`src/rtl/riscv.sv`:
```
// Shared core types plus the boot-loader additions used by imem_loader.
package riscv;

  typedef logic [31:0] word_t;
  typedef word_t       ir_t;

  typedef enum logic [2:0] {
    IDLE,
    LEN_LO,
    LEN_HI,
    DATA,
    WRITE,
    CHECK,
    DONE,
    ERROR
  } loader_state_t;

  localparam logic [7:0] LOADER_MAGIC = 8'hA5;

endpackage

```
`src/rtl/loader_word_asm.sv`:
```
// Byte-lane assembler: collects NUM_LANES bytes little-endian into one word.
// word shows the lanes including the byte arriving this cycle, so the caller
// can register the full word on the same cycle word_vld strobes.
module loader_word_asm #(
  parameter int NUM_LANES = 4,
  parameter int VEC_W     = 8
) (
  input  logic                       clk,
  input  logic                       reset,
  input  logic                       clear,
  input  logic                       in_vld,
  input  logic [VEC_W-1:0]           in_byte,
  output logic [NUM_LANES*VEC_W-1:0] word,
  output logic                       word_vld
);

  localparam int CW = $clog2(NUM_LANES);

  logic [CW-1:0]                     lane_cnt;
  logic [NUM_LANES-1:0][VEC_W-1:0]   lanes;
  logic [NUM_LANES-1:0][VEC_W-1:0]   lanes_nxt;

  // Each lane captures the incoming byte only when the lane counter points at it.
  for (genvar i = 0; i < NUM_LANES; i++) begin : g_lane
    assign lanes_nxt[i] = (in_vld && lane_cnt == CW'(i)) ? in_byte : lanes[i];
  end

  assign word     = lanes_nxt;
  assign word_vld = in_vld && (lane_cnt == CW'(NUM_LANES - 1));

  // Lane storage and counter; the counter wraps naturally after the last lane.
  always_ff @(posedge clk) begin
    if (reset || clear) begin
      lane_cnt <= '0;
      lanes    <= '0;
    end else if (in_vld) begin
      lanes    <= lanes_nxt;
      lane_cnt <= lane_cnt + CW'(1);
    end
  end

endmodule

```
`src/rtl/imem_loader.sv`:
```
// Boot-time instruction memory loader: parses MAGIC/LEN/payload/CSUM frames,
// writes payload words from address 0 and releases the core on success.
module imem_loader
  import riscv::*;
#(
  parameter int         ADDR_WIDTH = 9,
  parameter logic [7:0] MAGIC      = LOADER_MAGIC
) (
  input  logic                  clk,
  input  logic                  reset,
  input  logic [7:0]            rx_data,
  input  logic                  rx_valid,
  output logic                  rx_ready,
  output logic                  imem_we,
  output logic [ADDR_WIDTH-1:0] imem_addr,
  output word_t                 imem_data,
  input  logic                  imem_wready,
  output logic                  cpu_reset,
  output logic                  done,
  output logic                  error
);

  localparam int          WCW = ADDR_WIDTH + 1;
  localparam logic [15:0] CAP = 16'(2 ** ADDR_WIDTH);

  loader_state_t   state, state_nxt;
  logic            rdy_en;
  logic [7:0]      len_lo;
  logic [WCW-1:0]  n_words;
  logic [WCW-1:0]  word_cnt;
  logic [WCW-1:0]  word_cnt_inc;
  logic [7:0]      csum;
  logic [15:0]     n16;
  logic            len_bad;
  logic            rx_fire;
  logic            wr_fire;
  logic            asm_clear;
  logic            asm_vld;
  logic            word_vld;
  word_t           asm_word;

  // rdy_en keeps rx_ready low for the first cycle after reset is released.
  assign rx_ready     = rdy_en && !reset && (state != WRITE);
  assign rx_fire      = rx_valid && rx_ready;
  assign wr_fire      = imem_we && imem_wready;
  assign done         = (state == DONE);
  assign error        = (state == ERROR);
  assign n16          = {rx_data, len_lo};
  assign len_bad      = (n16 == 16'd0) || (n16 > CAP);
  assign word_cnt_inc = word_cnt + WCW'(1);
  assign asm_clear    = (state == LEN_HI) && rx_fire;
  assign asm_vld      = (state == DATA) && rx_fire;

  loader_word_asm #(
    .NUM_LANES (4),
    .VEC_W     (8)
  ) u_asm (
    .clk      (clk),
    .reset    (reset),
    .clear    (asm_clear),
    .in_vld   (asm_vld),
    .in_byte  (rx_data),
    .word     (asm_word),
    .word_vld (word_vld)
  );

  // State register.
  always_ff @(posedge clk) begin
    if (reset) state <= IDLE;
    else       state <= state_nxt;
  end

  // Next-state: byte-driven transitions, plus write acceptance leaving WRITE.
  always_comb begin
    state_nxt = state;
    unique case (state)
      IDLE:   if (rx_fire && rx_data == MAGIC) state_nxt = LEN_LO;
      LEN_LO: if (rx_fire) state_nxt = LEN_HI;
      LEN_HI: if (rx_fire) state_nxt = len_bad ? ERROR : DATA;
      DATA:   if (word_vld) state_nxt = WRITE;
      WRITE:  if (wr_fire) state_nxt = (word_cnt_inc == n_words) ? CHECK : DATA;
      CHECK:  if (rx_fire) state_nxt = (rx_data == csum) ? DONE : ERROR;
      DONE:   state_nxt = DONE;
      ERROR:  if (rx_fire && rx_data == MAGIC) state_nxt = LEN_LO;
      default: state_nxt = IDLE;
    endcase
  end

  // Frame datapath: length, checksum, word counter and the held write request.
  always_ff @(posedge clk) begin
    if (reset) begin
      rdy_en    <= 1'b0;
      cpu_reset <= 1'b1;
      len_lo    <= '0;
      n_words   <= '0;
      word_cnt  <= '0;
      csum      <= '0;
      imem_we   <= 1'b0;
      imem_addr <= '0;
      imem_data <= '0;
    end else begin
      rdy_en    <= 1'b1;
      // Core leaves reset one cycle after DONE is reached.
      cpu_reset <= (state != DONE);
      if (state == LEN_LO && rx_fire) len_lo <= rx_data;
      if (asm_clear) begin
        n_words  <= n16[WCW-1:0];
        word_cnt <= '0;
        csum     <= '0;
      end
      if (asm_vld) csum <= csum ^ rx_data;
      if (word_vld) begin
        imem_we   <= 1'b1;
        imem_addr <= word_cnt[ADDR_WIDTH-1:0];
        imem_data <= asm_word;
      end
      if (wr_fire) begin
        imem_we  <= 1'b0;
        word_cnt <= word_cnt_inc;
      end
    end
  end

endmodule

```
`config.mk`:
```
export PLATFORM = sky130hd
export DESIGN_NAME = imem_loader
export DESIGN_NICKNAME = d
export VERILOG_FILES = /design/src/rtl/riscv.sv /design/src/rtl/loader_word_asm.sv /design/src/rtl/imem_loader.sv
export SDC_FILE = /design/constraint.sdc
export NUM_CORES = 1
export LEC_CHECK = 0
export ABC_AREA = 0
export CAP_MARGIN = 15
export CELL_PAD_IN_SITES_DETAIL_PLACEMENT = 0
export CELL_PAD_IN_SITES_GLOBAL_PLACEMENT = 2
export CORE_ASPECT_RATIO = 0.5
export CORE_MARGIN = 4
export CORE_UTILIZATION = 37
export CTS_BUF_LIST = sky130_fd_sc_hd__clkbuf_4 sky130_fd_sc_hd__clkbuf_8
export DETAILED_ROUTE_END_ITERATION = 8
export PLACE_DENSITY = 0.89
export SLEW_MARGIN = 15
export SYNTH_ARGS = -nofsm -noshare
export SYNTH_HDL_FRONTEND = slang
export SYNTH_SLANG_ARGS = --single-unit
```
`constraint.sdc`:
```
create_clock -name clk -period 4 [get_ports clk]
set_input_delay 1 -clock clk [delete_from_list [all_inputs] [get_ports clk]]
set_output_delay 1 -clock clk [all_outputs]
set_load 0.01 [all_outputs]
```
==> metrics.cfg <==
[global_routing]
grt_overflow = 0
grt_pass1_vias = 3509
grtUsageMet3 = 0.0365
grt_antenna_before_repair = 0
grt_util_met2 = 0.248
met1_usage = 0.230
grt.busiest_layer = met2
grt_max_degree = 60
grt_pass1_wl_um = 19100
grt_use_total = 0.163

[sta]
fin_ws_ps = 887
finalSetupViolCount = 0
hold_viol_final = 0
layout_min_cycle_time_ps = 3110
setup_tns_ps = 0
final.period_utilization = 0.778
rsz0062_at_grt = no
slew_headroom = 0.531
tightestPinTransition_ps = 704
maxClockFrequency_mhz = 321
drv_slew = 0
finClkSkew_ps = 17.5

[pwr]
pwr_density_cell_nw_per_um2 = 380
combPwrFrac = 0.136
p_clk_frac = 0.319
p_switching_mw = 0.653
power_mw = 2.13
p_int_mw = 1.47
p_sw_frac = 0.307
sequentialPowerShare = 0.545
p_leak_nw = 2.20
vdd_drop_max_mv = 0.191

[synth]
syn_avg_cell_area_um2 = 8.75
synth_compound_area_frac = 0.135
synth.distinct_cells = 49
synth_top_family_by_area = simple AND/OR/NAND/NOR gates
synthTopCellsByArea = dfxtp_1 (46%), mux2i_1 (9.3%), nor2_1 (7.6%)
synth_area_leader_cell = dfxtp_1
yosys_warnings = 0
muxShareOfSynthArea = 0.0958
synth-simple-area-share = 0.200
synthAdderAreaFrac = 0.0133
synth_edf_count = 0
syn_inst = 539
syn_area_um2 = 4720
synth_top_area_share = 0.463
syn_nets = 556
ys_seq_area_frac = 0.463
async_flop_share = 0
synth_seq_cells = 109
synth-xor-area-share = 0.0464
synth_flop_cell = dfxtp_1

[final_layout]
fillers = 1234
final_cells = 748
synthToLayoutAreaGrowth_pct = 18.6
n_antenna_cell = 0
num-nets-final = 595
drive_gt1_frac = 0.0772
design_area_um2 = 5590

[worst_setup_path]
path_max_fanout = 17
worstPathArrival_ps = 2110
cp_data_required_time_ps = 3000
critPathKind = flop to primary output
end_kind = primary output
start_kind = flop

[die]
rows = 28
dieArea_um2 = 14700
die_w_um = 168
initial_core_util = 0.389
die_h_um = 87.8
io_pins = 58
core-area_um2 = 12100

[routing]
vias_per_cell = 5.07
vias = 3795
antenna_left = 0
drtPass1Iterations = 4
wl_um = 11700
avgRoutedWirePerCell_um = 15.7
drc_errors = 0
drt_iter0_drc = 218

[cts]
clock-sinks = 109
clock_latency_ps = 390
cts_root_buffer = clkbuf_8
clkTransAtPathRegs_ps = 110
cts_buffers = 9
htreeDepth = 3
cts_resized = 0
cts_buffer_depth = 2
hold_buffers = 0
tritoncts = done
cts_setup_buffers = 0

[placement]
dpl.cell_count = 732
gp_congestion = 0.771
port_buffers = 57
dp_hpwl_um = 7900
place_area_um2 = 5390
pre_cts_ws_ps = 891

[worst_hold_path]
hold_path_class = flop to flop

[run_status]
outcome = finished clean

[job]
maxCapViolCount = 0

[final timing paths]
kind / start / endpoint / slack (ps) / depth (start not counted)
setup / recovery: state[1] / rx_ready / 890 / 3
setup reg to reg: state[1] / imem_data[16] / 1430 / 6
hold reg to reg: imem_data[30] / imem_data[30] / 460 / 2
hold / removal: imem_data[30] / imem_data[30] / 460 / 2
[registers in the layout (all words and copies together) (netlist names)]
| name | cells |
|---|---|
| word_cnt | 10 |
| n_words | 10 |
| imem_data | 32 |
| cpu_reset | 1 |
| imem_we | 1 |
| rdy_en | 1 |
| csum | 8 |
| len_lo | 8 |
| u_asm.lanes | 24 |
| imem_addr | 9 |
| u_asm.lane_cnt | 2 |
| state | 3 |
[per-layer routing]
| layer | vias to the layer above | routed length (um) |
|---|---|---|
| met5 | - | 0 |
| met4 | 0 | 261 |
| met3 | 17 | 426 |
| met2 | 67 | 5040 |
| met1 | 1780 | 6000 |
| li1 | 1931 | - |
[critical path: stages (launching register included)]
cell	delay (ps)
dfxtp_1	740
nor3b_2	210
nor3b_1	220
clkdlybuf4s50_1	570
[per-stage QoR]
step | utilization | hold slack (ps)
2_1_floorplan | - | 469
3_3_place_gp | 0.445 | 447
3_5_place_dp | 0.445 | 447
4_1_cts | 0.461 | 462
5_1_grt | 0.461 | 491
6_report | 0.461 | 462
[kinds of logic (layout without fill, tap and decap cells)]
family                     Yosys count  in the layout
and+or+nand+nor                    206            206
DFF                                109            109
AOI/OAI and AO/OA                  102            102
buffers and inverters               47             91
muxes                               45             45
xor gates and xnor gates            25             25
adders and majority gates            5              5
[cell usage after synthesis, types with 2 or more instances]
| cell | number |
|---|---|
| a21oi_1 | 42 |
| xnor2_1 | 16 |
| and2b_1 | 2 |
| o21ai_0 | 16 |
| buf_2 | 15 |
| and3_1 | 3 |
| clkbuf_1 | 22 |
| a211oi_1 | 27 |
| xor2_1 | 9 |
| mux2i_1 | 44 |
| and2_1 | 4 |
| a31oi_1 | 3 |
| nand4_1 | 7 |
| nor4_1 | 2 |
| nor2_1 | 95 |
| nand2_1 | 54 |
| a21o_1 | 3 |
| inv_1 | 3 |
| nor2_2 | 3 |
| nor3_1 | 5 |
| buf_4 | 5 |
| nand3b_1 | 10 |
| nor3b_1 | 2 |
| dfxtp_1 | 109 |
| ha_1 | 5 |
| nand3_1 | 10 |
[power groups by stage]
stage / Clock [mW] / Sequential [mW] / Combinational (mW)
after global placement: 0 / 1.18 / 0.286
after global routing: 0.745 / 1.17 / 0.320
after detailed placement: 0 / 1.18 / 0.290
after CTS: 0.703 / 1.16 / 0.291
final: 0.677 / 1.16 / 0.289
after floorplan: 0 / 1.14 / 0.262
[placed cells by master (no fill, tap or decap), drive strengths merged, types with 2 or more instances in the layout]
cell	n
a21oi	43
mux2i	44
nand3	10
a211oi	27
inv	6
xor2	9
a31oi	4
clkdlybuf4s50	56
nand4	7
xnor2	16
and2	4
nor3	7
o21ai	17
clkbuf	9
nand2	54
nor3b	3
nor2	98
ha	5
clkinv	4
and3	4
and2b	2
or3	2
dfxtp	109
buf	15
nand3b	10
nor4	2
a21o	3
[final cells by class]
type,count,area [um2],share of cell area
repair buffers,71,671,0.120
flip-flops and latches,109,2180,0.390
multi-input cells,383,2310,0.414
well taps,165,206,0.0369
clock inverters,7,80.1,0.0143
clock buffers,9,124,0.0221
inverters,4,15.0,0.00268
Note: power is estimated with default switching activity, not from simulation.
